File: config.mk
export PLATFORM = sky130hd
export DESIGN_NAME = lfsr_bist_engine
export DESIGN_NICKNAME = d
export VERILOG_FILES = /design/src/rtl/lfsr_bist_engine.sv
export SDC_FILE = /design/constraint.sdc
export NUM_CORES = 1
export LEC_CHECK = 0
export CAP_MARGIN = 5
export CORE_MARGIN = 2
export CORE_UTILIZATION = 40
export CTS_BUF_LIST = sky130_fd_sc_hd__clkbuf_4 sky130_fd_sc_hd__clkbuf_8 sky130_fd_sc_hd__clkbuf_16
export CTS_CLUSTER_SIZE = 40
export DETAILED_ROUTE_END_ITERATION = 16
export PLACE_DENSITY = 0.72
export SLEW_MARGIN = 10
export SYNTH_ARGS = -nofsm -noshare
export SYNTH_HDL_FRONTEND = slang
export SYNTH_SLANG_ARGS = --single-unit
File: constraint.sdc
create_clock -name CK -period 1.8 [get_ports CK]
set_input_delay 0.27 -clock CK [delete_from_list [all_inputs] [get_ports CK]]
set_output_delay 0.27 -clock CK [all_outputs]
set_load 0.01 [all_outputs]
File: src/rtl/lfsr_bist_engine.sv
// rtl/lfsr_bist_engine.sv - logic BIST engine: LFSR pattern generator, MISR compactor, shift/capture sequencer
module lfsr_bist_engine #(
    parameter int             N         = 7,
    parameter logic [N-1:0]   TPG_POLY  = 7'h60,
    parameter logic [N-1:0]   SEED      = 7'h01,
    parameter logic [N-1:0]   MISR_POLY = 7'h60,
    parameter int             CHAIN_LEN = 32,
    parameter int             NUM_PAT   = 100,
    parameter logic [N-1:0]   GOLDEN    = 7'h00,
    parameter int             CNT_W     = 16
) (
    input  logic             CK,
    input  logic             reset_n,
    input  logic             start,
    input  logic [N-1:0]     so_in,
    output logic [N-1:0]     tpg_out,
    output logic             scan_en,
    output logic             busy,
    output logic             done,
    output logic             pass,
    output logic [N-1:0]     signature,
    output logic [CNT_W-1:0] pat_cnt
);

    typedef enum logic [2:0] {
        S_IDLE,
        S_SHIFT,
        S_CAPTURE,
        S_COMPARE,
        S_DONE
    } state_t;

    state_t           r_state;
    logic [N-1:0]     r_lfsr;
    logic [N-1:0]     r_misr;
    logic [CNT_W-1:0] r_shift_cnt;
    logic [CNT_W-1:0] r_pat_cnt;
    logic             r_scan_en;
    logic             r_busy;
    logic             r_done;
    logic             r_pass;

    logic [N-1:0]     w_lfsr_next;
    logic [N-1:0]     w_misr_next;
    logic             w_last_shift;
    logic             w_more_pat;

    assign w_lfsr_next  = {r_lfsr[N-2:0], ^(r_lfsr & TPG_POLY)};
    assign w_misr_next  = {r_misr[N-2:0], ^(r_misr & MISR_POLY)} ^ so_in;
    assign w_last_shift = (r_shift_cnt == CNT_W'(CHAIN_LEN - 1));
    assign w_more_pat   = (r_pat_cnt < CNT_W'(NUM_PAT));

    always_ff @(posedge CK) begin
        if (!reset_n) begin
            r_state     <= S_IDLE;
            r_lfsr      <= SEED;
            r_misr      <= '0;
            r_shift_cnt <= '0;
            r_pat_cnt   <= '0;
            r_scan_en   <= 1'b0;
            r_busy      <= 1'b0;
            r_done      <= 1'b0;
            r_pass      <= 1'b0;
        end else begin
            case (r_state)
                S_IDLE, S_DONE: begin
                    if (start) begin
                        r_lfsr      <= SEED;
                        r_misr      <= '0;
                        r_shift_cnt <= '0;
                        r_pat_cnt   <= '0;
                        r_done      <= 1'b0;
                        r_pass      <= 1'b0;
                        r_scan_en   <= 1'b1;
                        r_busy      <= 1'b1;
                        r_state     <= S_SHIFT;
                    end
                end
                S_SHIFT: begin
                    r_lfsr <= w_lfsr_next;
                    // The first unload carries only the initial chain contents, not a response.
                    if (r_pat_cnt != '0) begin
                        r_misr <= w_misr_next;
                    end
                    if (w_last_shift) begin
                        r_shift_cnt <= '0;
                        r_scan_en   <= 1'b0;
                        r_state     <= w_more_pat ? S_CAPTURE : S_COMPARE;
                    end else begin
                        r_shift_cnt <= r_shift_cnt + 1'b1;
                    end
                end
                S_CAPTURE: begin
                    r_pat_cnt <= r_pat_cnt + 1'b1;
                    r_scan_en <= 1'b1;
                    r_state   <= S_SHIFT;
                end
                S_COMPARE: begin
                    r_pass  <= (r_misr == GOLDEN);
                    r_done  <= 1'b1;
                    r_busy  <= 1'b0;
                    r_state <= S_DONE;
                end
                default: begin
                    r_state <= S_IDLE;
                end
            endcase
        end
    end

    assign tpg_out   = r_lfsr;
    assign scan_en   = r_scan_en;
    assign busy      = r_busy;
    assign done      = r_done;
    assign pass      = r_pass;
    assign signature = r_misr;
    assign pat_cnt   = r_pat_cnt;

endmodule

**Yosys cells after proc, flatten, opt, wreduce, memory -nomap -nowiden**

Index checks and enable logic that the tools add are counted.

- Register bits: 53
- Word-level logic and storage cells: 57

- $add $sub $neg: 2
- $lt $le $gt $ge: 1
- Equality and inequality tests: 8
- Mux-type cells: 20
- Bitwise operators: 1
- Reductions and logical operators: 16

Operators by type and width:

| kind | count |
|---|---|
| 16-bit one-hot mux with 2 select lines | 2 |
| 16-bit by 1-bit adder with 16-bit output (second input constant) | 2 |
| 16-bit 2-to-1 mux | 2 |
| 7-bit one-hot mux with 2 select lines | 2 |
| 7-bit 2-to-1 mux | 3 |
| 16-bit by 5-bit == test with 1-bit output (second input constant) | 1 |
| 16-bit by 7-bit < comparator with 1-bit output (second input constant) | 1 |
| 16-bit nonzero test | 1 |
| 7-bit XOR reduction | 2 |
| 3-bit one-hot mux with 4 select lines | 1 |
| 2-bit AND reduction | 4 |
| 7-bit logical NOT | 1 |
| 7-bit bitwise XOR | 1 |
| 3-bit by 2-bit == test with 1-bit output (second input constant) | 2 |
| 3-bit 2-to-1 mux | 2 |
| 2-bit != test (second input constant) | 3 |
| 1-bit one-hot mux with 2 select lines | 3 |
| 3-bit AND reduction | 2 |
| 2-bit nonzero test | 3 |
| 1-bit 2-to-1 mux | 4 |
| 3-bit by 1-bit == test with 1-bit output (second input constant) | 1 |
| 3-bit == test (second input constant) | 1 |
| 3-bit logical NOT | 1 |
| 1-bit one-hot mux with 3 select lines | 1 |
| other kinds (2) | 2 |

**Depth between registers and ports, before layout**

- Depth in word-level cells: 4
- Gate-level depth with buffers: 7
- Depth with buffers taken out: 5

**Worst setup path before layout**

Ideal clock, no wire load.

- Kind: register to register
- Start point: reg r_shift_cnt[0]
- End point: reg r_shift_cnt[1]
- Library setup time: 0.128 ns
- Data arrival time: 1.482 ns
- Slack: 0.191 ns
- Cell stages (with the launch flop): 7
- Cells stage by stage: dfxtp_1 ha_1 and4_1 nand4_1 clkbuf_1 a32oi_1 nor2_1

- Cells in the longest elaborated chain, start to end: 3

Ends and longest elaborated chain:

| element | RTL line | RTL |
|---|---|---|
| start: declaration | 36 | `logic [CNT_W-1:0] r_shift_cnt;` |
| start signal: assignment | 90 | `r_shift_cnt <= r_shift_cnt + 1'b1;` |
| 16-bit by 1-bit adder with 16-bit output / 16-bit by 5-bit == test with 1-bit output (equally long branches) | 90, 50 |  |
| 16-bit 2-to-1 mux * | 85 | `if (w_last_shift) begin` |
| 16-bit one-hot mux with 2 select lines * | 65 | `case (r_state)` |

Mark *: on every way between the ends. The rest lies on a longest branch, timed or not.
A chain may end at the register's enable or synchronous reset.

**Final worst setup path**

- Start point: reg r_pat_cnt[10], in the netlist pat_cnt[10]
- End point: out pat_cnt[10]

RTL lines:

| element | RTL line | RTL |
|---|---|---|
| start: declaration | 37 | `logic [CNT_W-1:0] r_pat_cnt;` |
| start signal: assignment | 94 | `r_pat_cnt <= r_pat_cnt + 1'b1;` |
| end: declaration | 22 | `output logic [CNT_W-1:0] pat_cnt` |

No word-level cell between the ends.

==> results by stage <==
Power:
- After layout, the design draws a total of 2.388 mW.
- The analysis attributes to cell leakage a power of 1.288 nW.
- Across the VDD grid, the largest voltage drop is between 0.6 and 0.7 mV.
- The power density of the placed cells is 665.0 nW/um^2.

Final layout:
- At the end of the flow the core is filled with cells to between 50% and 60%.
- The area growth from synthesis to layout is 30.99%.
- Of the cells placed in the final design, the portion with a size suffix greater than 1 is 14.47%.
- The number of antenna diodes is 0.
- Summing all non-filler instances in the final layout gives an area of ~3600 sq um.
- For this run, the post-layout net count is 406.

STA:
- The worst pin sits at a relative slew slack of roughly half.
- The final hold violation count was 0.
- The worst-case setup margin in the final layout is approximately 0.11 ns.
- For the finished layout, the period the worst path requires is 1.694 ns.
- The final setup violation count is 0.
- The worst hold slack is 0.4796 ns.
- The final max-slew violation count came to 0.
- The transition time at the pin with the least slew margin is 0.7392 ns.
- Setup repair after global routing left no endpoint under its margin.
- The final clock period utilization by the worst path is 94.13%.
- Based on the critical path, the design can be clocked at up to 590.2 MHz.
- The clock arrives with 0.01469 ns of skew.

Worst setup path:
- The logic depth of the worst register-to-register path is 6.
- The signal on the critical path passes through clkdlybuf4s50_1.
- The reg-to-reg endpoint is r_shift_cnt[13]$_SDFFE_PN0P_.
- The arrival time at the worst endpoint is roughly 1.4 ns.
- The worst setup path is captured at an output port.
- The gate family responsible for the most delay along the worst path is buffers and inverters.
- The startpoint-to-endpoint class of the critical path is register to output port.
- The number of buffers and inverters on the critical path is 1.
- The slack of the worst reg-to-reg path is 0.12 ns.
- Data on the critical path is required at its endpoint by ~1.5 ns.
- The source of the worst register-to-register timing path is r_shift_cnt[0]$_SDFFE_PN0P_.
- Along the worst path, the maximum fanout reaches 9.
- The worst-path cell with the longest stage delay is sky130_fd_sc_hd__clkdlybuf4s50_1.
- The worst setup path is launched from a register.
- In this design, the stage delay of the slowest critical-path cell is 0.60 ns.

Placement:
- Detailed placement finished with a half-perimeter wire length of 4869 microns.
- The number of input and output port buffers inserted is between 40 and 50.
- The congestion estimate from routability-driven global placement came to around 0.86.
- The placement-stage worst setup slack is -0.06805 ns.
- In this run the cell area measured after placement is roughly 3400 sq um.

Global routing:
- The first global-routing pass estimated roughly 11,000 microns of wire.
- Entering global routing, the biggest net connects 33 pins.
- The remaining global-route overflow is 0.
- Global routing used 18.17% of the available tracks.
- The via count of the first global-routing pass is 2,482.
- The number of antenna violations at the first check in global routing is 0.

Clock tree:
- Buffers inserted during clock tree synthesis total 5.
- The number of buffers on the longest clock path is 2.
- The root buffer selected by CTS is sky130_fd_sc_hd__clkbuf_8.
- The later pin in the worst-skew pair is clocked with a latency of 0.32 ns.
- The H-tree was split into 2 levels.
- The number of sinks on the clock net is 53.
- After clock tree synthesis, the clock-pin slew on the worst setup and hold paths is 0.11 ns.
- The CTS tree is yes.

Logic synthesis:
- Counting flops with a built-in enable in the synthesized netlist gives 0.
- Synthesis instantiated 48 different standard cells from the library.
- The netlist area before placement is 2741 sq um.
- The share of synthesized registers carrying an async set or reset is 0%.
- The number of nets in the synthesized netlist is 341.
- During synthesis, Yosys emitted a total of 0 warnings.
- The register bit count reported by yosys is 53.
- Averaged over all synthesized cells, the footprint is ~8.4 sq um.
- Of the synthesized area, sequential elements account for about two fifths.
- For this run, the leading register cell type out of synthesis is sky130_fd_sc_hd__dfxtp_1.
- The post-synthesis instance total is 328.

Floorplan:
- 44 I/O pins were placed.
- The die height is between 80 and 90 microns.
- The standard cell core area is 6719 sq um.
- The die covers about 7500 sq um.
- For this configuration, the core starts out at a cell density of 40.80%.
- Row generation in the floorplan step produced 30 rows.
- The die is 86.79 microns wide.

Routing:
- The detailed-router iteration count before antenna repair is 4.
- The detail-routed via count per cell is about 5.8.
- For this block, the routed nets add up to between 6000 and 7000 microns of wire.
- The initial detailed-routing violation count is around 190.
- The routed layout has 2,765 vias.
- The routed wire length per instance is 14.40 microns.
- The count of nets left with antenna violations once routing finished came out at 0.
- After detailed routing, the number of remaining DRC violations is 0.

Run:
- The number of max-cap violations is 0.

Hold path:
- The worst hold path terminates at done$_SDFFE_PN0P_.
- The worst hold path begins at done$_SDFFE_PN0P_.
- The depth of the worst hold-timing path is 2.
- The worst hold path belongs to the class register to register.

Status:
- The flow ran to the end, and the final reports show no timing, DRC or antenna violations.
[layer usage]
layer / global-route usage [%] / up-vias / routed length, microns
met2: 30.12 / 99 / 3234
met1: 23.37 / 1301 / 3183
li1: - / 1359 / -
met3: 4.286 / 6 / 360
met5: 0 / - / 0
met4: 5.540 / 0 / 48
[state kept, by name, indices dropped and copies added (netlist names)]
signal and count:
signature 7, r_shift_cnt 16, scan_en 1, done 1, tpg_out 7, r_state 3, pass 1, busy 1
pat_cnt 16
[synth_stat cells (all sizes together) (4+ instances only)]
cell type  instances  area (sq um)
mux2i             10         100.1
nor4               7         43.79
buf               10         71.32
a21oi             17         85.08
and4               6         52.55
dfxtp             53          1061
inv                9         33.78
or3                5         31.28
xor2               7         61.31
nand3b             8         60.06
nand2             30         115.1
nor2              25         101.4
o211ai             4         30.03
a22oi              7         52.55
nor3              12         60.06
o21ai             12         71.32
clkbuf            12         45.04
nand3             26         130.1
a31oi             16         100.1
nand4             16         100.1
[area by class of cell]
type                            instances  area (sq um)
Clock buffer                            5         68.82
Clock inverter                          3         46.29
Fill cell                             608          3128
Inverter                                9         33.78
Multi-Input combinational cell        244          1533
Sequential cell                        53          1064
Tap cell                               80         100.1
Timing Repair Buffer                   80         745.7
[timing repair]
item,4_1_cts,5_1_grt
gates resized for setup,0,4
pin swaps,0,2
hold buffers,0,0
buffers inserted,2,5
endpoints found under the setup margin,1,20
endpoints found under the hold margin,0,0
cloned,0,0
[metrics by stage]
step                setup TNS [ns]  instances
global route                     0        474
finish                           0        474
CTS                              0        469
floorplan                        0        328
detailed placement         -0.5741        459
global placement           -0.1490        459
[power by group]
group | switching [mW] | internal, mW
sequential | 0.0233 | 1.19
combinational | 0.173 | 0.164
clock | 0.417 | 0.417
total | 0.613 | 1.77
[how the worst max path moves through the flow]
stage	slack, ns	from	cells past startpoint	to
6_report	0.11	pat_cnt[10]$_SDFFE_PN0P_	1	pat_cnt[10]
5_1_grt	0.001	r_shift_cnt[0]$_SDFFE_PN0P_	6	r_shift_cnt[12]$_SDFFE_PN0P_
4_1_cts	0.04	r_state[0]$_SDFFE_PN0P_	4	r_shift_cnt[5]$_SDFFE_PN0P_
3_5_place_dp	-0.07	start	6	tpg_out[4]$_SDFFE_PN0P_
3_3_place_gp	-0.05	start	5	pat_cnt[8]$_SDFFE_PN0P_
2_1_floorplan	0.19	r_shift_cnt[0]$_SDFFE_PN0P_	6	r_shift_cnt[1]$_SDFFE_PN0P_
[cells by family (layout without fill, tap and decap cells)]
logic type	after synthesis	in the layout	share of synthesized area, %
and+or+nand+nor	147	147	29.30
AOI/OAI and AO/OA	74	74	18.30
DFF	53	53	38.70
buffers and inverters	31	97	5.477
xor gates and xnor gates	10	10	3.195
muxes	10	10	3.651
adders and majority gates	3	3	1.369
[layout by cell type, fill, tap and decap left out, types with 4 or more instances in the layout]
cell,instances
sky130_fd_sc_hd__nand3b_1,8
sky130_fd_sc_hd__nor3_1,12
sky130_fd_sc_hd__inv_1,9
sky130_fd_sc_hd__or3_1,5
sky130_fd_sc_hd__a31oi_1,16
sky130_fd_sc_hd__nand3_1,26
sky130_fd_sc_hd__o211ai_1,4
sky130_fd_sc_hd__mux2i_1,10
sky130_fd_sc_hd__and4_1,6
sky130_fd_sc_hd__xor2_1,7
sky130_fd_sc_hd__nor4_1,7
sky130_fd_sc_hd__nand2_1,29
sky130_fd_sc_hd__a21oi_1,17
sky130_fd_sc_hd__a22oi_1,7
sky130_fd_sc_hd__buf_4,34
sky130_fd_sc_hd__dfxtp_1,51
sky130_fd_sc_hd__clkbuf_8,5
sky130_fd_sc_hd__nand4_1,16
sky130_fd_sc_hd__o21ai_0,11
sky130_fd_sc_hd__clkdlybuf4s50_1,43
sky130_fd_sc_hd__nor2_1,24
No activity file was read; power rests on OpenSTA's default activity.
